==> config.mk <==
export PLATFORM = sky130hd
export DESIGN_NAME = serial_subtractor
export DESIGN_NICKNAME = d
export VERILOG_FILES = /design/src/rtl/serial_subtractor_pkg.sv /design/src/rtl/serial_subtractor_fullsubtractor.sv /design/src/rtl/serial_subtractor.sv
export SDC_FILE = /design/constraint.sdc
export NUM_CORES = 1
export LEC_CHECK = 0
export BUFFER_PORTS_ARGS = -buffer_cell sky130_fd_sc_hd__buf_2
export CAP_MARGIN = 5
export CORE_ASPECT_RATIO = 0.75
export CORE_MARGIN = 5
export CORE_UTILIZATION = 35
export CTS_CLUSTER_DIAMETER = 120
export DETAILED_ROUTE_END_ITERATION = 16
export PLACE_DENSITY = 0.68
export SLEW_MARGIN = 0
export SYNTH_ARGS = -nofsm -noshare
export SYNTH_HDL_FRONTEND = slang
export SYNTH_SLANG_ARGS = --single-unit
==> constraint.sdc <==
create_clock -name clk -period 3.6 [get_ports clk]
set_input_delay 0.36 -clock clk [delete_from_list [all_inputs] [get_ports clk]]
set_output_delay 0.36 -clock clk [all_outputs]
set_load 0.005 [all_outputs]
==> src/rtl/serial_subtractor_pkg.sv <==
// Shared definitions for the bit-serial subtractor: FSM encoding and default width.
package serial_subtractor_pkg;

  localparam int DEFAULT_WIDTH = 8;

  typedef enum logic [1:0] {
    IDLE = 2'd0,
    RUN  = 2'd1,
    DONE = 2'd2
  } state_e;

endpackage

==> src/rtl/serial_subtractor_fullsubtractor.sv <==
// Gate-level one-bit full subtractor: diff = a - b - bin, bout is the borrow out.
module fullsubtractor (
  output logic diff,
  output logic bout,
  input  logic a,
  input  logic b,
  input  logic bin
);

  logic axb;

  assign axb  = a ^ b;
  assign diff = axb ^ bin;
  // Borrow when b exceeds a, or when a and b are equal and a borrow arrives.
  assign bout = (~a & b) | (~axb & bin);

endmodule

==> src/rtl/serial_subtractor.sv <==
// Bit-serial subtractor: diff = a - b - bin, one bit per clock LSB first,
// through a single full-subtractor cell and a registered borrow.
module serial_subtractor
  import serial_subtractor_pkg::*;
#(
  parameter int WIDTH = DEFAULT_WIDTH
) (
  input  logic             clk,
  input  logic             rst,
  input  logic             in_valid,
  output logic             in_ready,
  input  logic [WIDTH-1:0] a,
  input  logic [WIDTH-1:0] b,
  input  logic             bin,
  output logic             out_valid,
  input  logic             out_ready,
  output logic [WIDTH-1:0] diff,
  output logic             bout,
  output logic             zero,
  output logic             ovf
);

  localparam int CW = (WIDTH > 1) ? $clog2(WIDTH) : 1;
  localparam logic [CW-1:0] LAST = CW'(WIDTH - 1);

  state_e           state_q, state_d;
  logic [WIDTH-1:0] a_sh_q, a_sh_d;
  logic [WIDTH-1:0] b_sh_q, b_sh_d;
  logic [WIDTH-1:0] res_q, res_d;
  logic             a_sign_q, a_sign_d;
  logic             b_sign_q, b_sign_d;
  logic             borrow_q, borrow_d;
  logic [CW-1:0]    cnt_q, cnt_d;
  logic             cell_d, cell_bo;
  logic             accept, last_bit, handoff;

  assign accept   = (state_q == IDLE) && in_valid;
  assign last_bit = (cnt_q == LAST);
  assign handoff  = (state_q == DONE) && out_ready;

  fullsubtractor u_cell (
    .diff (cell_d),
    .bout (cell_bo),
    .a    (a_sh_q[0]),
    .b    (b_sh_q[0]),
    .bin  (borrow_q)
  );

  // State register; reset aborts any operation in flight.
  always_ff @(posedge clk) begin
    if (rst) state_q <= IDLE;
    else     state_q <= state_d;
  end

  // Next-state logic.
  always_comb begin
    state_d = state_q;
    case (state_q)
      IDLE:    if (accept)   state_d = RUN;
      RUN:     if (last_bit) state_d = DONE;
      DONE:    if (handoff)  state_d = IDLE;
      default: state_d = IDLE;
    endcase
  end

  // Datapath next values: load on accept, shift one bit per RUN cycle.
  always_comb begin
    a_sh_d   = a_sh_q;
    b_sh_d   = b_sh_q;
    res_d    = res_q;
    a_sign_d = a_sign_q;
    b_sign_d = b_sign_q;
    borrow_d = borrow_q;
    cnt_d    = cnt_q;
    if (accept) begin
      a_sh_d   = a;
      b_sh_d   = b;
      a_sign_d = a[WIDTH-1];
      b_sign_d = b[WIDTH-1];
      borrow_d = bin;
      cnt_d    = '0;
    end else if (state_q == RUN) begin
      a_sh_d   = {1'b0, a_sh_q[WIDTH-1:1]};
      b_sh_d   = {1'b0, b_sh_q[WIDTH-1:1]};
      res_d    = {cell_d, res_q[WIDTH-1:1]};
      borrow_d = cell_bo;
      // Hold at the last index so the counter never wraps.
      if (!last_bit) cnt_d = cnt_q + 1'b1;
    end
  end

  // Control-side datapath state that must come up clean from reset.
  always_ff @(posedge clk) begin
    if (rst) begin
      borrow_q <= 1'b0;
      cnt_q    <= '0;
    end else begin
      borrow_q <= borrow_d;
      cnt_q    <= cnt_d;
    end
  end

  // Operand/result shift registers; contents are don't-care outside RUN/DONE.
  always_ff @(posedge clk) begin
    a_sh_q   <= a_sh_d;
    b_sh_q   <= b_sh_d;
    res_q    <= res_d;
    a_sign_q <= a_sign_d;
    b_sign_q <= b_sign_d;
  end

  // Outputs decoded from registered state; result fields are zero outside DONE.
  always_comb begin
    in_ready  = (state_q == IDLE);
    out_valid = (state_q == DONE);
    diff      = out_valid ? res_q : '0;
    bout      = out_valid & borrow_q;
    zero      = out_valid & (res_q == '0);
    ovf       = out_valid & (a_sign_q ^ b_sign_q) & (res_q[WIDTH-1] ^ a_sign_q);
  end

endmodule
==> impl_metrics.tcl <==
set metrics [dict create \
    drive_gt1_frac 0.3788 \
    p_sw_frac 0.2066 \
    hold_viol 0 \
    synth.avg_cell_area_um2 15.29 \
    drtAntennaViolNets 0 \
    register_area_um2 900.9 \
    setup_tns_ns 0 \
    reg2reg_depth 3 \
    gp_congestion 0.7534 \
    grt_busiest_layer "met2" \
    r2r_slack_ns 1.85 \
    fin_util 0.4364 \
    antenna_found_initial 0 \
    fillers 383 \
    cp_max_fo 5 \
    pwr-share-clk 0.358 \
    clkSinkCount 32 \
    gr-total-overflow 0 \
    syn2layout_area_growth_pct 22.69 \
    ys_types 26 \
    met2_usage 0.1580 \
    syn-cell-area_um2 1406 \
    vias_per_cell 4.412 \
    synthCells 92 \
    multiInputGateArea_um2 471.7 \
    die-area_um2 5399 \
    drc 0 \
    fin_crit_sh 0.5296 \
    wl_per_cell_um 12.86 \
    die_y_um 64.90 \
    final_common_cell "buf_2" \
    wirelength_um 2405 \
    setup.worst_path.end_class "primary output" \
    worstPathRequired_ns 3.24 \
    met3_usage 0.04701 \
    cts_tree "built" \
    rr_endpoint "b_sh_q[0]" \
    n_antenna_cell 0 \
    status "completed" \
    critPathMaxStageDelay_ns 0.47 \
    synth_fp_nets 116 \
    final_cell_mix "33 x buf_2, 26 x edfxtp_1, 13 x mux2_1" \
    die_x_um 83.20 \
    crit_start "res_q[7]" \
    p_leak_uw 0.0007107 \
    post_cts_resize_count 0 \
    seqPwrFrac 0.557 \
    peakVddDrop_mv 0.2436 \
    drt_iter0_drc 54 \
    final_area_um2 1725 \
    hpwl_um 1853 \
    clockRootBuffer "clkbuf_8" \
    hold_path_class "in -> reg" \
    grt_pass1_wl_um 3946 \
    start_util 0.3557 \
    grt_setup_unrepaired "false" \
    grt_max_degree 19 \
    p_total_uw 826.5 \
    cts.clk_slew.worst_paths_ns 0.06 \
    grt_pass1_vias 876 \
    ys_seq_elements 32 \
    power_switching_uw 170.7 \
    holdWs_ns 0.2768 \
    hold_buffers 0 \
    drv_slew 0 \
    cp.arrival_ns 1.55 \
    crit_end "ovf" \
    pin_count 34 \
    core_area_um2 3954 \
    clock_latency_ns 0.28 \
    ys_seq_area_frac 0.6406 \
    path_cells "or3b_2 > a21oi_1 > buf_2" \
    crit_type "reg -> out" \
    io_buffers 33 \
    cts_buffers 5 \
    finalCriticalPeriod_ns 1.907 \
    finalNetCount 155 \
    placed_area_um2 1625 \
    power_density_nw_per_um2 479.0 \
    via_count 825 \
    clockBufferDepth 2 \
    slew_headroom 0.5128 \
    dr.pass1.iters 4 \
    max-cap-violations 0 \
    cts.htree.levels 2 \
    p_comb_frac 0.085 \
    fmax_ghz 0.5245 \
    start_kind "flop" \
    post-cts-setup-buffer-count 0 \
    rows 20 \
    power.internal_uw 655.7 \
    setup_viol 0 \
    grt_use_met1 0.1037 \
    r2r-start "state_q[1]" \
    grt_usage 0.09614 \
    finalClockSkew_ns 0.008287 \
    yosysWarnings 0 \
    worstMarginPinSlew_ns 0.7293 \
    cp_slowest_cell "edfxtp_1" \
]
cells in the mapped netlist:
cell | n | area (µm²)
o21ba_2 | 1 | 10.01
buf_6 | 2 | 22.52
nand3b_1 | 1 | 7.510
nor2b_1 | 1 | 6.260
nand2b_1 | 1 | 6.260
and3_1 | 1 | 6.260
mux2_2 | 1 | 11.26
inv_1 | 3 | 11.26
edfxtp_1 | 26 | 780.8
and2_1 | 10 | 62.56
a2bb2oi_1 | 1 | 8.760
xnor2_1 | 1 | 8.760
fa_1 | 1 | 20.02
mux2_1 | 13 | 146.4
or3b_2 | 2 | 17.52
nor3_1 | 1 | 5.000
nor2_1 | 6 | 22.52
nor3_2 | 3 | 30.03
nand2_1 | 1 | 3.750
a21oi_1 | 2 | 10.01
dfxtp_1 | 6 | 120.1
ha_1 | 2 | 25.02
nor3b_4 | 1 | 18.77
mux2i_1 | 2 | 20.02
nor3b_2 | 1 | 12.51
nor4_1 | 2 | 12.51
per-stage QoR:
stage	setup slack, ns	cells
6_report	1.693	187
5_1_grt	1.607	187
4_1_cts	1.664	187
3_5_place_dp	1.797	179
3_3_place_gp	1.856	179
2_1_floorplan	2.191	92
worst min-delay path by stage:
stage / from / to / slack, ns / cells past startpoint
2_1_floorplan: rst / cnt_q[0] / 0.43 / 1
3_3_place_gp: res_q[4] / res_q[3] / 0.46 / 0
3_5_place_dp: res_q[4] / res_q[3] / 0.46 / 0
4_1_cts: a[7] / a_sign_q / 0.26 / 1
5_1_grt: a[7] / a_sign_q / 0.27 / 1
6_report: b[7] / b_sign_q / 0.28 / 1
state kept, by name (all words and copies together), names as in the netlist:
signal and flops:
a_sh_q 8, cnt_q 3, a_sign_q 1, b_sh_q 8, borrow_q 1, b_sign_q 1
state_q 2, res_q 8
worst max-delay path: cells and delay by family (launching register included):
| kind | cells | cell delay (ns) |
|---|---|---|
| DFF | 1 | 0.47 |
| buffers and inverters | 1 | 0.14 |
| and+or+nand+nor | 1 | 0.47 |
| AOI/OAI and AO/OA | 1 | 0.19 |
logic make-up (layout without fill, tap and decap cells):
logic type / after synthesis / count (layout) / share of synthesized area
flops: 32 / 32 / 0.6406
simple gates: 31 / 31 / 0.1504
mux: 16 / 16 / 0.1263
buf+inv: 5 / 45 / 0.02402
compound gates: 4 / 4 / 0.02046
fa+ha+maj: 3 / 3 / 0.03203
xor+xnor: 1 / 1 / 0.006229
power groups by stage:
stage | clock network (µW) | logic (µW) | registers [µW]
CTS | 305 | 72.4 | 462
global route | 321 | 78.5 | 464
finish | 296 | 70.4 | 460
floorplan | 0 | 52.0 | 462
global placement | 0 | 68.4 | 466
detailed placement | 0 | 72.5 | 470
cell type report:
cell class,count,share of cell area
Timing Repair Buffer,34,0.1001
Clock buffer,8,0.05801
Inverter,3,0.006526
Tap cell,55,0.03988
Sequential cell,32,0.5221
Multi-Input combinational cell,55,0.2734
layer usage:
layer  routed length [µm]  vias to the layer above  part of all wire
met5                    0                        -                 0
li1                     -                      414                 -
met1                 1012                      376              0.42
met3                  240                        7              0.10
met4                   48                        0             0.020
met2                 1103                       28              0.46
Note: power is estimated with default switching activity, not from simulation.
